===== src/rtl/booth_mul_r4.sv =====
// Radix-4 Booth sequential multiplier: two multiplier bits retired per CALC cycle.
// Optional early termination when the remaining Booth digits are all zero: define BOOTH_EARLY_TERM_EN.
module booth_mul_r4 #(
  parameter int WIDTH = 32
) (
  input  logic                 clk,
  input  logic                 rst,
  input  logic                 start,
  input  logic                 signed_mode,
  input  logic [WIDTH-1:0]     multiplicand,
  input  logic [WIDTH-1:0]     multiplier,
  output logic [2*WIDTH-1:0]   product,
  output logic                 stall,
  output logic                 finish
);

  localparam int M  = WIDTH + 2;        // extended operand width
  localparam int N  = M / 2;            // Booth digits per operation
  localparam int AW = 2 * M + 2;        // accumulator width
  localparam int CW = $clog2(N + 1);
  localparam logic [CW-1:0] LAST = CW'(N - 1);

  typedef enum logic [1:0] {IDLE, CALC, DONE} state_t;

  state_t                state_q, state_d;
  logic [CW-1:0]         cnt_q, cnt_d;
  logic signed [M-1:0]   a_q, a_d;
  logic signed [M:0]     b_q, b_d;      // extended multiplier with y(-1) in bit 0
  logic signed [AW-1:0]  acc_q, acc_d;
  logic [2*WIDTH-1:0]    prod_q, prod_d;

  logic signed [M+1:0]   hi_sum;
  logic signed [AW-1:0]  acc_sh;
  logic signed [AW-1:0]  acc_fin;
  logic signed [M:0]     b_sh;
  logic                  done_now;

  function automatic logic signed [M+1:0] booth_pp(input logic [2:0] sel,
                                                   input logic signed [M-1:0] a);
    logic signed [M+1:0] ax;
    ax = {{2{a[M-1]}}, a};
    case (sel)
      3'b001, 3'b010: booth_pp = ax;
      3'b011:         booth_pp = ax <<< 1;
      3'b100:         booth_pp = -(ax <<< 1);
      3'b101, 3'b110: booth_pp = -ax;
      default:        booth_pp = '0;
    endcase
  endfunction

  // Partial product enters at the top of the accumulator, then everything shifts right by 2.
  always_comb begin
    hi_sum = $signed(acc_q[AW-1:M]) + booth_pp(b_q[2:0], a_q);
    acc_sh = $signed({hi_sum, acc_q[M-1:0]}) >>> 2;
    b_sh   = b_q >>> 2;
  end

`ifdef BOOTH_EARLY_TERM_EN
  logic [CW:0] shamt;

  // Once the remaining multiplier bits are all equal every later digit is zero,
  // so the outstanding shifts are applied in one go.
  always_comb begin
    shamt    = {LAST - cnt_q, 1'b0};
    done_now = (cnt_q == LAST) || (b_sh == '0) || (&b_sh);
    acc_fin  = acc_sh >>> shamt;
  end
`else
  always_comb begin
    done_now = (cnt_q == LAST);
    acc_fin  = acc_sh;
  end
`endif

  always_comb begin
    state_d = state_q;
    cnt_d   = cnt_q;
    a_d     = a_q;
    b_d     = b_q;
    acc_d   = acc_q;
    prod_d  = prod_q;
    stall   = 1'b0;
    case (state_q)
      IDLE: begin
        stall = start;
        if (start) begin
          a_d     = signed_mode ? {{2{multiplicand[WIDTH-1]}}, multiplicand}
                                : {2'b00, multiplicand};
          b_d     = signed_mode ? {{2{multiplier[WIDTH-1]}}, multiplier, 1'b0}
                                : {2'b00, multiplier, 1'b0};
          acc_d   = '0;
          cnt_d   = '0;
          state_d = CALC;
        end
      end
      CALC: begin
        stall = 1'b1;
        b_d   = b_sh;
        acc_d = acc_fin;
        cnt_d = cnt_q + 1'b1;
        if (done_now) begin
          prod_d  = acc_fin[2*WIDTH-1:0];
          state_d = DONE;
        end
      end
      DONE:    state_d = IDLE;
      default: state_d = IDLE;
    endcase
  end

  always_ff @(posedge clk or posedge rst) begin
    if (rst) begin
      state_q <= IDLE;
      cnt_q   <= '0;
      prod_q  <= '0;
    end else begin
      state_q <= state_d;
      cnt_q   <= cnt_d;
      prod_q  <= prod_d;
    end
  end

  always_ff @(posedge clk) begin
    a_q   <= a_d;
    b_q   <= b_d;
    acc_q <= acc_d;
  end

  assign product = prod_q;
  assign finish  = (state_q == DONE);

endmodule


===== config.mk =====
export PLATFORM = sky130hd
export DESIGN_NAME = booth_mul_r4
export DESIGN_NICKNAME = d
export VERILOG_FILES = /design/src/rtl/booth_mul_r4.sv
export SDC_FILE = /design/constraint.sdc
export NUM_CORES = 1
export LEC_CHECK = 0
export ABC_AREA = 1
export CAP_MARGIN = 20
export CORE_MARGIN = 2
export CORE_UTILIZATION = 25
export DETAILED_ROUTE_END_ITERATION = 8
export PLACE_DENSITY = 0.49
export SYNTH_ARGS = -nofsm -noshare
export SYNTH_HDL_FRONTEND = slang
export SYNTH_SLANG_ARGS = --single-unit
export TNS_END_PERCENT = 50

===== constraint.sdc =====
create_clock -name clk -period 4.1 [get_ports clk]
set_clock_uncertainty 0.15 [all_clocks]
set_input_delay 0.82 -clock clk [delete_from_list [all_inputs] [get_ports clk]]
set_output_delay 0.82 -clock clk [all_outputs]
set_load 0.01 [all_outputs]

==> impl_results.html, run 1 <==
<table>
<tr><th>Metric</th><th>Value</th></tr>
<tr><th colspan="2">Clock network</th></tr>
<tr><td>Clock-pin slew on the worst setup and hold paths</td><td>0.06 ns</td></tr>
<tr><td>Maximum buffer depth of the clock tree</td><td>3</td></tr>
<tr><td>Clock Latency Late Sink</td><td>0.57 ns</td></tr>
<tr><td>Root Buffer</td><td>clkbuf_16</td></tr>
<tr><td>CTS H-tree depth</td><td>1</td></tr>
<tr><td>CTS tree</td><td>done</td></tr>
<tr><td>Number of clock sinks seen by CTS</td><td>205</td></tr>
<tr><td>Inserted Clock Buffers</td><td>27</td></tr>
<tr><th colspan="2">Worst setup path</th></tr>
<tr><td>Endpoint of the worst-slack reg-to-reg timing path</td><td>acc_q[51]</td></tr>
<tr><td>Start point of the critical path</td><td>a_q[0]</td></tr>
<tr><td>Crit path arrival time</td><td>4.01 ns</td></tr>
<tr><td>Setup crit end kind</td><td>flop</td></tr>
<tr><td>Slowest CP cell</td><td>edfxtp_1</td></tr>
<tr><td>Longest individual stage delay on the worst path</td><td>0.41 ns</td></tr>
<tr><td>Highest net fanout along the worst path</td><td>6</td></tr>
<tr><td>Cells traversed along the worst timing path</td><td>inv_2, ha_1, nor3b_4, nand2_4, nor2_8, nand2_4, nor2_8, xor2_1, inv_1, nand2_1, nand4_1, ha_4, a21oi_1, o21ai_0, a21oi_1, nand2_1, a21oi_1, xnor2_2, and2_1</td></tr>
<tr><td>Number of cells on the worst reg-to-reg path</td><td>19</td></tr>
<tr><td>Worst endpoint required time</td><td>4.26 ns</td></tr>
<tr><td>Critical Setup Path Class</td><td>flop to flop</td></tr>
<tr><td>Cell occurring most often along the worst timing path</td><td>a21oi_1</td></tr>
<tr><td>Startpoint of the worst-slack reg-to-reg timing path</td><td>a_q[0]</td></tr>
<tr><td>Endpoint of the worst setup timing path</td><td>acc_q[51]</td></tr>
<tr><td>Reg2reg setup slack</td><td>0.25 ns</td></tr>
<tr><td>Startpoint Class</td><td>flop</td></tr>
<tr><th colspan="2">Pwr</th></tr>
<tr><td>Reported leakage power</td><td>6.83 nW</td></tr>
<tr><td>Pint</td><td>0.00835 W</td></tr>
<tr><td>Largest vdd supply drop</td><td>0.000422 V</td></tr>
<tr><td>Proportion of total power due to net switching</td><td>45.0%</td></tr>
<tr><td>Sequential Power Share</td><td>25.7%</td></tr>
<tr><td>Logic gate share of total power</td><td>57.9%</td></tr>
<tr><td>Sw power</td><td>0.00685 W</td></tr>
<tr><td>Power density relative to cell area</td><td>1010 nW/µm²</td></tr>
<tr><td>Clk network pwr share</td><td>16.5%</td></tr>
<tr><th colspan="2">GRT</th></tr>
<tr><td>Initial antenna violation count</td><td>0</td></tr>
<tr><td>Global-route wire length before repair</td><td>57,200 µm</td></tr>
<tr><td>Global-route congestion overflow total</td><td>0</td></tr>
<tr><td>Vias in the first global route</td><td>10,100</td></tr>
<tr><td>Maximum number of pins on one net before global-route repair</td><td>74</td></tr>
<tr><td>Global-route usage over all layers</td><td>15.3%</td></tr>
<tr><th colspan="2">Die</th></tr>
<tr><td>Row count</td><td>79</td></tr>
<tr><td>Num ports</td><td>134</td></tr>
<tr><td>Area enclosed by the die boundary</td><td>48,300 µm²</td></tr>
<tr><td>Starting density of the core</td><td>25.2%</td></tr>
<tr><td>Core ar.</td><td>46,300 µm²</td></tr>
<tr><td>Floorplan die height</td><td>220 µm</td></tr>
<tr><td>Die X-Extent</td><td>220 µm</td></tr>
<tr><th colspan="2">Final layout</th></tr>
<tr><td>Post-layout instance count excluding filler cells</td><td>2,238</td></tr>
<tr><td>Most used cells in the layout excluding fill and tap cells</td><td>467 x nand2_1, 165 x nor2_1, 154 x inv_1, 134 x edfxtp_1, 133 x clkdlybuf4s50_1</td></tr>
<tr><td>Area Overhead vs Synth</td><td>30.0%</td></tr>
<tr><td>Most common cell after layout, fill and taps aside</td><td>nand2_1</td></tr>
<tr><td>Share of final-layout standard cells stronger than drive strength 1</td><td>9.32%</td></tr>
<tr><td>Total inserted antenna cells</td><td>0</td></tr>
<tr><td>Number of nets in the finished design</td><td>1,717</td></tr>
<tr><td>Share of the core filled with cells in the final layout</td><td>32.7%</td></tr>
<tr><th colspan="2">Synth</th></tr>
<tr><td>Post-Syn Area per Cell</td><td>8.11 µm²</td></tr>
<tr><td>Post-synth cell types</td><td>43</td></tr>
<tr><td>Multiplexer fraction of the synthesized cell area</td><td>0.0860%</td></tr>
<tr><td>Synthesized flop and latch total</td><td>205</td></tr>
<tr><td>Primary flip-flop cell chosen by synthesis mapping</td><td>edfxtp_1</td></tr>
<tr><td>Async set or reset register ratio after synthesis</td><td>34.6%</td></tr>
<tr><td>XOR/XNOR share of the synthesized area</td><td>3.00%</td></tr>
<tr><td>Top cell type's share of synthesized area</td><td>34.6%</td></tr>
<tr><td>Largest family of logic cells by synthesized area</td><td>simple AND/OR/NAND/NOR gates</td></tr>
<tr><td>Share of the synthesized area in compound gates (AO/OA/AOI/OAI)</td><td>8.33%</td></tr>
<tr><td>Cell types occupying the most area after synthesis</td><td>edfxtp_1 35%, dfrtp_1 15%, nand2_1 15%</td></tr>
<tr><td>Dominant cell type by area after synthesis</td><td>edfxtp_1</td></tr>
<tr><td>Adder-cell share of the synthesized area</td><td>4.26%</td></tr>
<tr><td>Number of synthesized flops with an enable pin</td><td>134</td></tr>
<tr><td>Cell area after synthesis</td><td>11,600 µm²</td></tr>
<tr><td>Syn Inst Count</td><td>1,434</td></tr>
<tr><td>YS warnings</td><td>0</td></tr>
<tr><td>Post-synthesis sequential area ratio</td><td>49.9%</td></tr>
<tr><td>Post-Synthesis Net Count</td><td>1,541</td></tr>
<tr><td>Post-Synth Simple-Gate Area</td><td>27.8%</td></tr>
<tr><th colspan="2">Drt</th></tr>
<tr><td>Residual DRC count</td><td>0</td></tr>
<tr><td>Drt pass-1 iters</td><td>5</td></tr>
<tr><td>Antenna violation net count after detailed routing</td><td>0</td></tr>
<tr><td>Routed vias</td><td>10,000</td></tr>
<tr><td>Vias per Instance</td><td>4.49</td></tr>
<tr><td>Iteration-0 DRC Markers</td><td>585</td></tr>
<tr><td>Total routed wirelength</td><td>36,700 µm</td></tr>
<tr><td>Routed wirelength normalized by instance count</td><td>16.4 µm</td></tr>
<tr><th colspan="2">Flow run</th></tr>
<tr><td>Max-capacitance violation count</td><td>0</td></tr>
<tr><th colspan="2">Placed design</th></tr>
<tr><td>Cell count after placement</td><td>2,186</td></tr>
<tr><td>Placed wire-length estimate after detailed placement</td><td>27,300 µm</td></tr>
<tr><td>Final estimated routing congestion in global placement</td><td>0.914</td></tr>
<tr><td>Count of buffers inserted at the top-level ports</td><td>133</td></tr>
<tr><th colspan="2">Min path</th></tr>
<tr><td>Hold depth</td><td>2</td></tr>
<tr><td>Worst hold-check path type</td><td>flop to flop</td></tr>
<tr><th colspan="2">STA</th></tr>
<tr><td>Final count of negative-setup-slack endpoints</td><td>0</td></tr>
<tr><td>Relative slew margins</td><td>49.6%</td></tr>
<tr><td>Setup repair after global routing missed its margin</td><td>yes</td></tr>
<tr><td>Number of max-slew violations in the final report</td><td>0</td></tr>
<tr><td>Period utilization</td><td>93.9%</td></tr>
<tr><td>Final Hold Vio Count</td><td>0</td></tr>
<tr><td>Highest achievable clock rate</td><td>260 MHz</td></tr>
<tr><td>Transition time at the pin with the least slew margin</td><td>0.754 ns</td></tr>
<tr><td>Time the worst path needs with I/O delays and setup</td><td>3.85 ns</td></tr>
<tr><th colspan="2">Outcome</th></tr>
<tr><td>Status</td><td>finished clean</td></tr>
</table>
-- power by group through the flow --
stage	logic [W]	registers (W)	clock network, W
final	0.00880	0.00390	0.00250
after global routing	0.00986	0.00401	0.00268
after CTS	0.00852	0.00391	0.00260
after detailed placement	0.00847	0.00393	0
after global placement	0.00848	0.00392	0
after floorplan	0.00496	0.00394	0
-- how the worst min path moves through the flow --
| stage | from | to | slack [ns] |
|---|---|---|---|
| 6_report | acc_q[2] | product[0] | 0.30 |
| 5_1_grt | acc_q[3] | product[1] | 0.33 |
| 4_1_cts | acc_q[3] | product[1] | 0.31 |
| 3_5_place_dp | acc_q[3] | product[1] | 0.30 |
| 3_3_place_gp | acc_q[3] | product[1] | 0.28 |
| 2_1_floorplan | acc_q[2] | product[0] | 0.28 |
-- stage by stage --
stage / area [µm²] / hold WS (ns) / total power (W) / setup TNS (ns) / setup WS (ns)
after global routing: 15100 / 0.332 / 0.0165 / -0.00960 / -0.00579
after global placement: 14000 / 0.280 / 0.0124 / 0 / 0.201
after CTS: 15000 / 0.308 / 0.0150 / 0 / 0.162
after detailed placement: 14000 / 0.299 / 0.0124 / 0 / 0.165
after floorplan: 11600 / 0.276 / 0.00890 / 0 / 0.383
final: 15100 / 0.302 / 0.0152 / 0 / 0.251
-- cell families (layout without fill, tap and decap cells) --
group	count (synthesis)	in the layout
AOI/OAI and AO/OA	169	169
xor gates and xnor gates	39	39
adders and majority gates	39	39
buffers and inverters	205	402
DFF	205	205
muxes	1	1
and+or+nand+nor	776	776
-- what timing repair did --
action | CTS | global route
hold buffers | 0 | 0
resized for setup | 0 | 31
setup endpoints to repair | 0 | 31
setup buffers | 0 | 2
-- Yosys cell counts (4+ instances only) --
cell type and number:
nand3_1 78, and2_1 4, ha_1 38, nor2_1 172
o22ai_1 10, buf_2 6, edfxtp_1 134, o21ai_1 11
nand4_1 19, o2111ai_1 11, inv_1 156, buf_1 4
xor2_1 28, nor3_1 9, clkbuf_1 29, o211ai_1 4
inv_2 7, xnor2_1 10, a21oi_1 46, nand3b_1 8
nand2_4 4, dfrtp_1 71, o21ai_0 67, o21bai_1 8
nand2_1 470
-- sequential cells by signal, indices dropped and copies added, names as in the netlist --
signal	flops
cnt_q	5
a_q	33
acc_q	66
b_q	35
product	64
state_q	2
-- area by class of cell --
type	instances	area, µm²
Clock buffer	31	754
Clock inverter	19	194
Fill cell	4937	31100
Inverter	166	623
Multi-Input combinational cell	1024	5210
Sequential cell	205	5800
Tap cell	607	759
Timing Repair Buffer	186	1780
-- critical path: cells and delay by family (launching register included) --
kind | cells | cell delay, ns
compound gates | 4 | 0.78
buf+inv | 2 | 0.17
fa+ha+maj | 2 | 0.51
flops | 1 | 0.41
simple gates | 9 | 1.31
xor+xnor | 2 | 0.27
-- metal layers --
layer / vias up / wire length, µm / GRT usage, % / share of wire (%)
li1: 5025 / - / - / -
met3: 49 / 2870 / 4.35 / 7.8
met1: 4688 / 17100 / 21.5 / 47
met4: 0 / 932 / 3.87 / 2.5
met2: 285 / 15800 / 23.2 / 43
met5: - / 0 / 0 / 0
Power figures use the tool's default switching activity.
==> run 2: changes to the inputs <==
ABC_CLOCK_PERIOD_IN_PS = 4100   (was default)
CORE_UTILIZATION = 57   (was 25)
PLACE_DENSITY = 0.86   (was 0.49)
==> impl_results.html, run 2 (synthesis results as in run 1) <==
<table>
<tr><th>Metric</th><th>Value</th></tr>
<tr><th colspan="2">STA</th></tr>
<tr><td>Final count of negative-setup-slack endpoints</td><td>0 (unchanged)</td></tr>
<tr><td>Relative slew margins</td><td>49.1% (was 49.6%)</td></tr>
<tr><td>TNS Setup</td><td>0 ns (unchanged)</td></tr>
<tr><td>Final Hold Vio Count</td><td>0 (unchanged)</td></tr>
<tr><td>Setup repair after global routing missed its margin</td><td>no (was yes)</td></tr>
<tr><td>Transition time at the pin with the least slew margin</td><td>0.762 ns (was 0.754 ns)</td></tr>
<tr><td>Number of max-slew violations in the final report</td><td>0 (unchanged)</td></tr>
<tr><td>Period utilization</td><td>93.9% (about the same)</td></tr>
<tr><td>Highest achievable clock rate</td><td>260 MHz (about the same)</td></tr>
<tr><td>Time the worst path needs with I/O delays and setup</td><td>3.85 ns (about the same)</td></tr>
<tr><th colspan="2">Final layout</th></tr>
<tr><td>Top reg by flops</td><td>acc_q (unchanged)</td></tr>
<tr><td>Total inserted antenna cells</td><td>0 (unchanged)</td></tr>
<tr><td>Share of the core filled with cells in the final layout</td><td>71.0% (was 32.7%)</td></tr>
<tr><td>Area Overhead vs Synth</td><td>22.6% (was 30.0%)</td></tr>
<tr><td>Fillcell total</td><td>1,504 (was 4,937)</td></tr>
<tr><td>Share of final-layout standard cells stronger than drive strength 1</td><td>6.65% (was 9.32%)</td></tr>
<tr><td>Most common cell after layout, fill and taps aside</td><td>nand2_1 (unchanged)</td></tr>
<tr><td>Number of nets in the finished design</td><td>1,685 (was 1,717)</td></tr>
<tr><td>Max reg flops</td><td>66 (unchanged)</td></tr>
<tr><td>Most used cells in the layout excluding fill and tap cells</td><td>468 x nand2_1, 166 x nor2_1, 154 x inv_1, 134 x edfxtp_1, 133 x clkdlybuf4s50_1 (was 467 x nand2_1, 165 x nor2_1, 154 x inv_1, 134 x edfxtp_1, 133 x clkdlybuf4s50_1)</td></tr>
<tr><th colspan="2">Drt</th></tr>
<tr><td>DRT met1 WL</td><td>13,200 µm (was 17,100 µm)</td></tr>
<tr><td>Routed wirelength normalized by instance count</td><td>17.5 µm (was 16.4 µm)</td></tr>
<tr><td>Drt pass-1 iters</td><td>5 (unchanged)</td></tr>
<tr><td>Routed vias</td><td>10,200 (was 10,000)</td></tr>
<tr><td>Top routing layer in use</td><td>met4 (unchanged)</td></tr>
<tr><td>Iteration-0 DRC Markers</td><td>695 (was 585)</td></tr>
<tr><td>Residual DRC count</td><td>0 (unchanged)</td></tr>
<tr><td>Metal2 WL</td><td>15,600 µm (was 15,800 µm)</td></tr>
<tr><td>Wire length on met3</td><td>2990 µm (was 2870 µm)</td></tr>
<tr><td>Vias per Instance</td><td>5.47 (was 4.49)</td></tr>
<tr><td>Antenna violation net count after detailed routing</td><td>0 (unchanged)</td></tr>
<tr><td>Total routed wirelength</td><td>32,700 µm (was 36,700 µm)</td></tr>
<tr><th colspan="2">Clock network</th></tr>
<tr><td>CTS tree</td><td>done (unchanged)</td></tr>
<tr><td>Clock-pin slew on the worst setup and hold paths</td><td>0.06 ns (about the same)</td></tr>
<tr><td>CTS H-tree depth</td><td>1 (unchanged)</td></tr>
<tr><td>Maximum buffer depth of the clock tree</td><td>3 (unchanged)</td></tr>
<tr><td>Inserted Clock Buffers</td><td>23 (was 27)</td></tr>
<tr><td>Root Buffer</td><td>clkbuf_16 (unchanged)</td></tr>
<tr><td>Clock Latency Late Sink</td><td>0.53 ns (was 0.57 ns)</td></tr>
<tr><td>Post-CTS Hold Buffers</td><td>0 (unchanged)</td></tr>
<tr><td>Postcts setup bufs</td><td>0 (unchanged)</td></tr>
<tr><td>Number of clock sinks seen by CTS</td><td>205 (unchanged)</td></tr>
<tr><th colspan="2">GRT</th></tr>
<tr><td>Vias in the first global route</td><td>10,100 (about the same)</td></tr>
<tr><td>Initial antenna violation count</td><td>0 (unchanged)</td></tr>
<tr><td>Maximum number of pins on one net before global-route repair</td><td>117 (was 74)</td></tr>
<tr><td>Global-route congestion overflow total</td><td>0 (unchanged)</td></tr>
<tr><td>Global-route usage over all layers</td><td>30.1% (was 15.3%)</td></tr>
<tr><td>Global-route wire length before repair</td><td>51,100 µm (was 57,200 µm)</td></tr>
<tr><th colspan="2">Worst setup path</th></tr>
<tr><td>Highest net fanout along the worst path</td><td>5 (was 6)</td></tr>
<tr><td>Setup crit end kind</td><td>flop (unchanged)</td></tr>
<tr><td>Critical Setup Path Class</td><td>flop to flop (unchanged)</td></tr>
<tr><td>Startpoint Class</td><td>flop (unchanged)</td></tr>
<tr><td>Worst endpoint required time</td><td>4.24 ns (was 4.26 ns)</td></tr>
<tr><td>Crit path arrival time</td><td>3.99 ns (was 4.01 ns)</td></tr>
<tr><th colspan="2">Die</th></tr>
<tr><td>Area enclosed by the die boundary</td><td>21,600 µm² (was 48,300 µm²)</td></tr>
<tr><td>Floorplan die height</td><td>147 µm (was 220 µm)</td></tr>
<tr><td>Num ports</td><td>134 (unchanged)</td></tr>
<tr><td>Starting density of the core</td><td>57.9% (was 25.2%)</td></tr>
<tr><td>Core ar.</td><td>20,100 µm² (was 46,300 µm²)</td></tr>
<tr><td>Row count</td><td>52 (was 79)</td></tr>
<tr><td>Die X-Extent</td><td>147 µm (was 220 µm)</td></tr>
<tr><th colspan="2">Pwr</th></tr>
<tr><td>Logic gate share of total power</td><td>57.3% (was 57.9%)</td></tr>
<tr><td>Clk network pwr share</td><td>14.7% (was 16.5%)</td></tr>
<tr><td>Sequential Power Share</td><td>28.0% (was 25.7%)</td></tr>
<tr><td>Pint</td><td>0.00763 W (was 0.00835 W)</td></tr>
<tr><td>Sw power</td><td>0.00643 W (was 0.00685 W)</td></tr>
<tr><td>Power density relative to cell area</td><td>986 nW/µm² (was 1010 nW/µm²)</td></tr>
<tr><td>Reported leakage power</td><td>6.56 nW (was 6.83 nW)</td></tr>
<tr><td>Proportion of total power due to net switching</td><td>45.7% (was 45.0%)</td></tr>
<tr><td>Largest vdd supply drop</td><td>0.000517 V (was 0.000422 V)</td></tr>
<tr><td>Power, Total</td><td>0.0141 W (was 0.0152 W)</td></tr>
<tr><th colspan="2">Outcome</th></tr>
<tr><td>Status</td><td>finished clean (unchanged)</td></tr>
<tr><th colspan="2">Placed design</th></tr>
<tr><td>Final estimated routing congestion in global placement</td><td>0.938 (was 0.914)</td></tr>
<tr><td>Count of buffers inserted at the top-level ports</td><td>133 (unchanged)</td></tr>
<tr><td>Placed wire-length estimate after detailed placement</td><td>23,700 µm (was 27,300 µm)</td></tr>
<tr><th colspan="2">Flow run</th></tr>
<tr><td>Max-capacitance violation count</td><td>0 (unchanged)</td></tr>
<tr><th colspan="2">Min path</th></tr>
<tr><td>Worst hold-check path type</td><td>flop to flop (unchanged)</td></tr>
</table>
==> run 2: cell types whose count changed in the layout (fill, tap and decap cells not counted), moves of 2 or more <==
cell / change
clkbuf_1: +5
clkinvlp_4: -2
a21oi_1: +2
clkbuf_8: +3
clkinv_2: -5
clkbuf_16: -7
buf_4: -28
==> run 2: per-layer routing <==
layer	vias to the layer above	GRT usage (%)
li1	4945	-
met5	-	0
met3	78	7.64
met4	0	9.03
met2	436	51.2
met1	4746	38.0
==> run 2: worst paths after layout <==
kind                       startpoint          end  slack (ns)  cells after the start
max                            a_q[1]    acc_q[66]        0.25                     19
min                          acc_q[2]   product[0]        0.30                      2
max reg2reg                    a_q[1]    acc_q[66]        0.25                     19
min reg2reg                  acc_q[2]   product[0]        0.30                      2
max in group asynchronous         rst  product[62]        2.54                      3
min in group asynchronous         rst  product[13]        0.59                      2
==> run 2: timing repair <==
action                                  4_1_cts  5_1_grt
endpoints found under the setup margin        0       20
hold endpoints to repair                      0        0
gates resized for setup                       0       22
==> run 2: power by group through the flow <==
| stage | clock (W) | sequential [W] | combinational (W) |
|---|---|---|---|
| 2_1_floorplan | 0 | 0.00394 | 0.00496 |
| 3_3_place_gp | 0 | 0.00390 | 0.00757 |
| 3_5_place_dp | 0 | 0.00392 | 0.00770 |
| 4_1_cts | 0.00209 | 0.00392 | 0.00779 |
| 5_1_grt | 0.00216 | 0.00402 | 0.00896 |
| 6_report | 0.00207 | 0.00394 | 0.00806 |
==> run 2: cell type report <==
| type | instances | area (µm²) | area share [%] |
|---|---|---|---|
| clock inverter | 10 | 115 | 0.807 |
| sequential | 205 | 5800 | 40.7 |
| tap | 270 | 338 | 2.37 |
| multi-input combinational | 1024 | 5180 | 36.3 |
| timing repair buffer | 158 | 1570 | 11.0 |
| clock buffer | 32 | 639 | 4.48 |
| inverter | 166 | 623 | 4.37 |
==> run 2: per-stage QoR <==
step / hold slack, ns / instance area, µm² / instances / setup WS, ns
floorplan: 0.276 / 11600 / 1434 / 0.383
global placement: 0.290 / 13400 / 1823 / 0.280
detailed placement: 0.296 / 13400 / 1823 / 0.162
CTS: 0.301 / 14200 / 1865 / 0.137
global route: 0.340 / 14300 / 1865 / 0.0110
finish: 0.299 / 14300 / 1865 / 0.250
==> run 2: worst max-delay path: stages (launching register included) <==
cell and delay (ns):
edfxtp_1 0.40, inv_1 0.12, ha_2 0.20, nor3b_4 0.27, nand2_4 0.13, nor2_8 0.14
nand4_1 0.17, or2_1 0.27, nand3_1 0.07, o2111ai_1 0.16, ha_1 0.45, nand2_1 0.12
o21ai_0 0.33, nand2_1 0.09, nand3_1 0.12, nor2_1 0.06, nand3_1 0.16, nand2_1 0.07
nand2_1 0.06, nor2_1 0.04
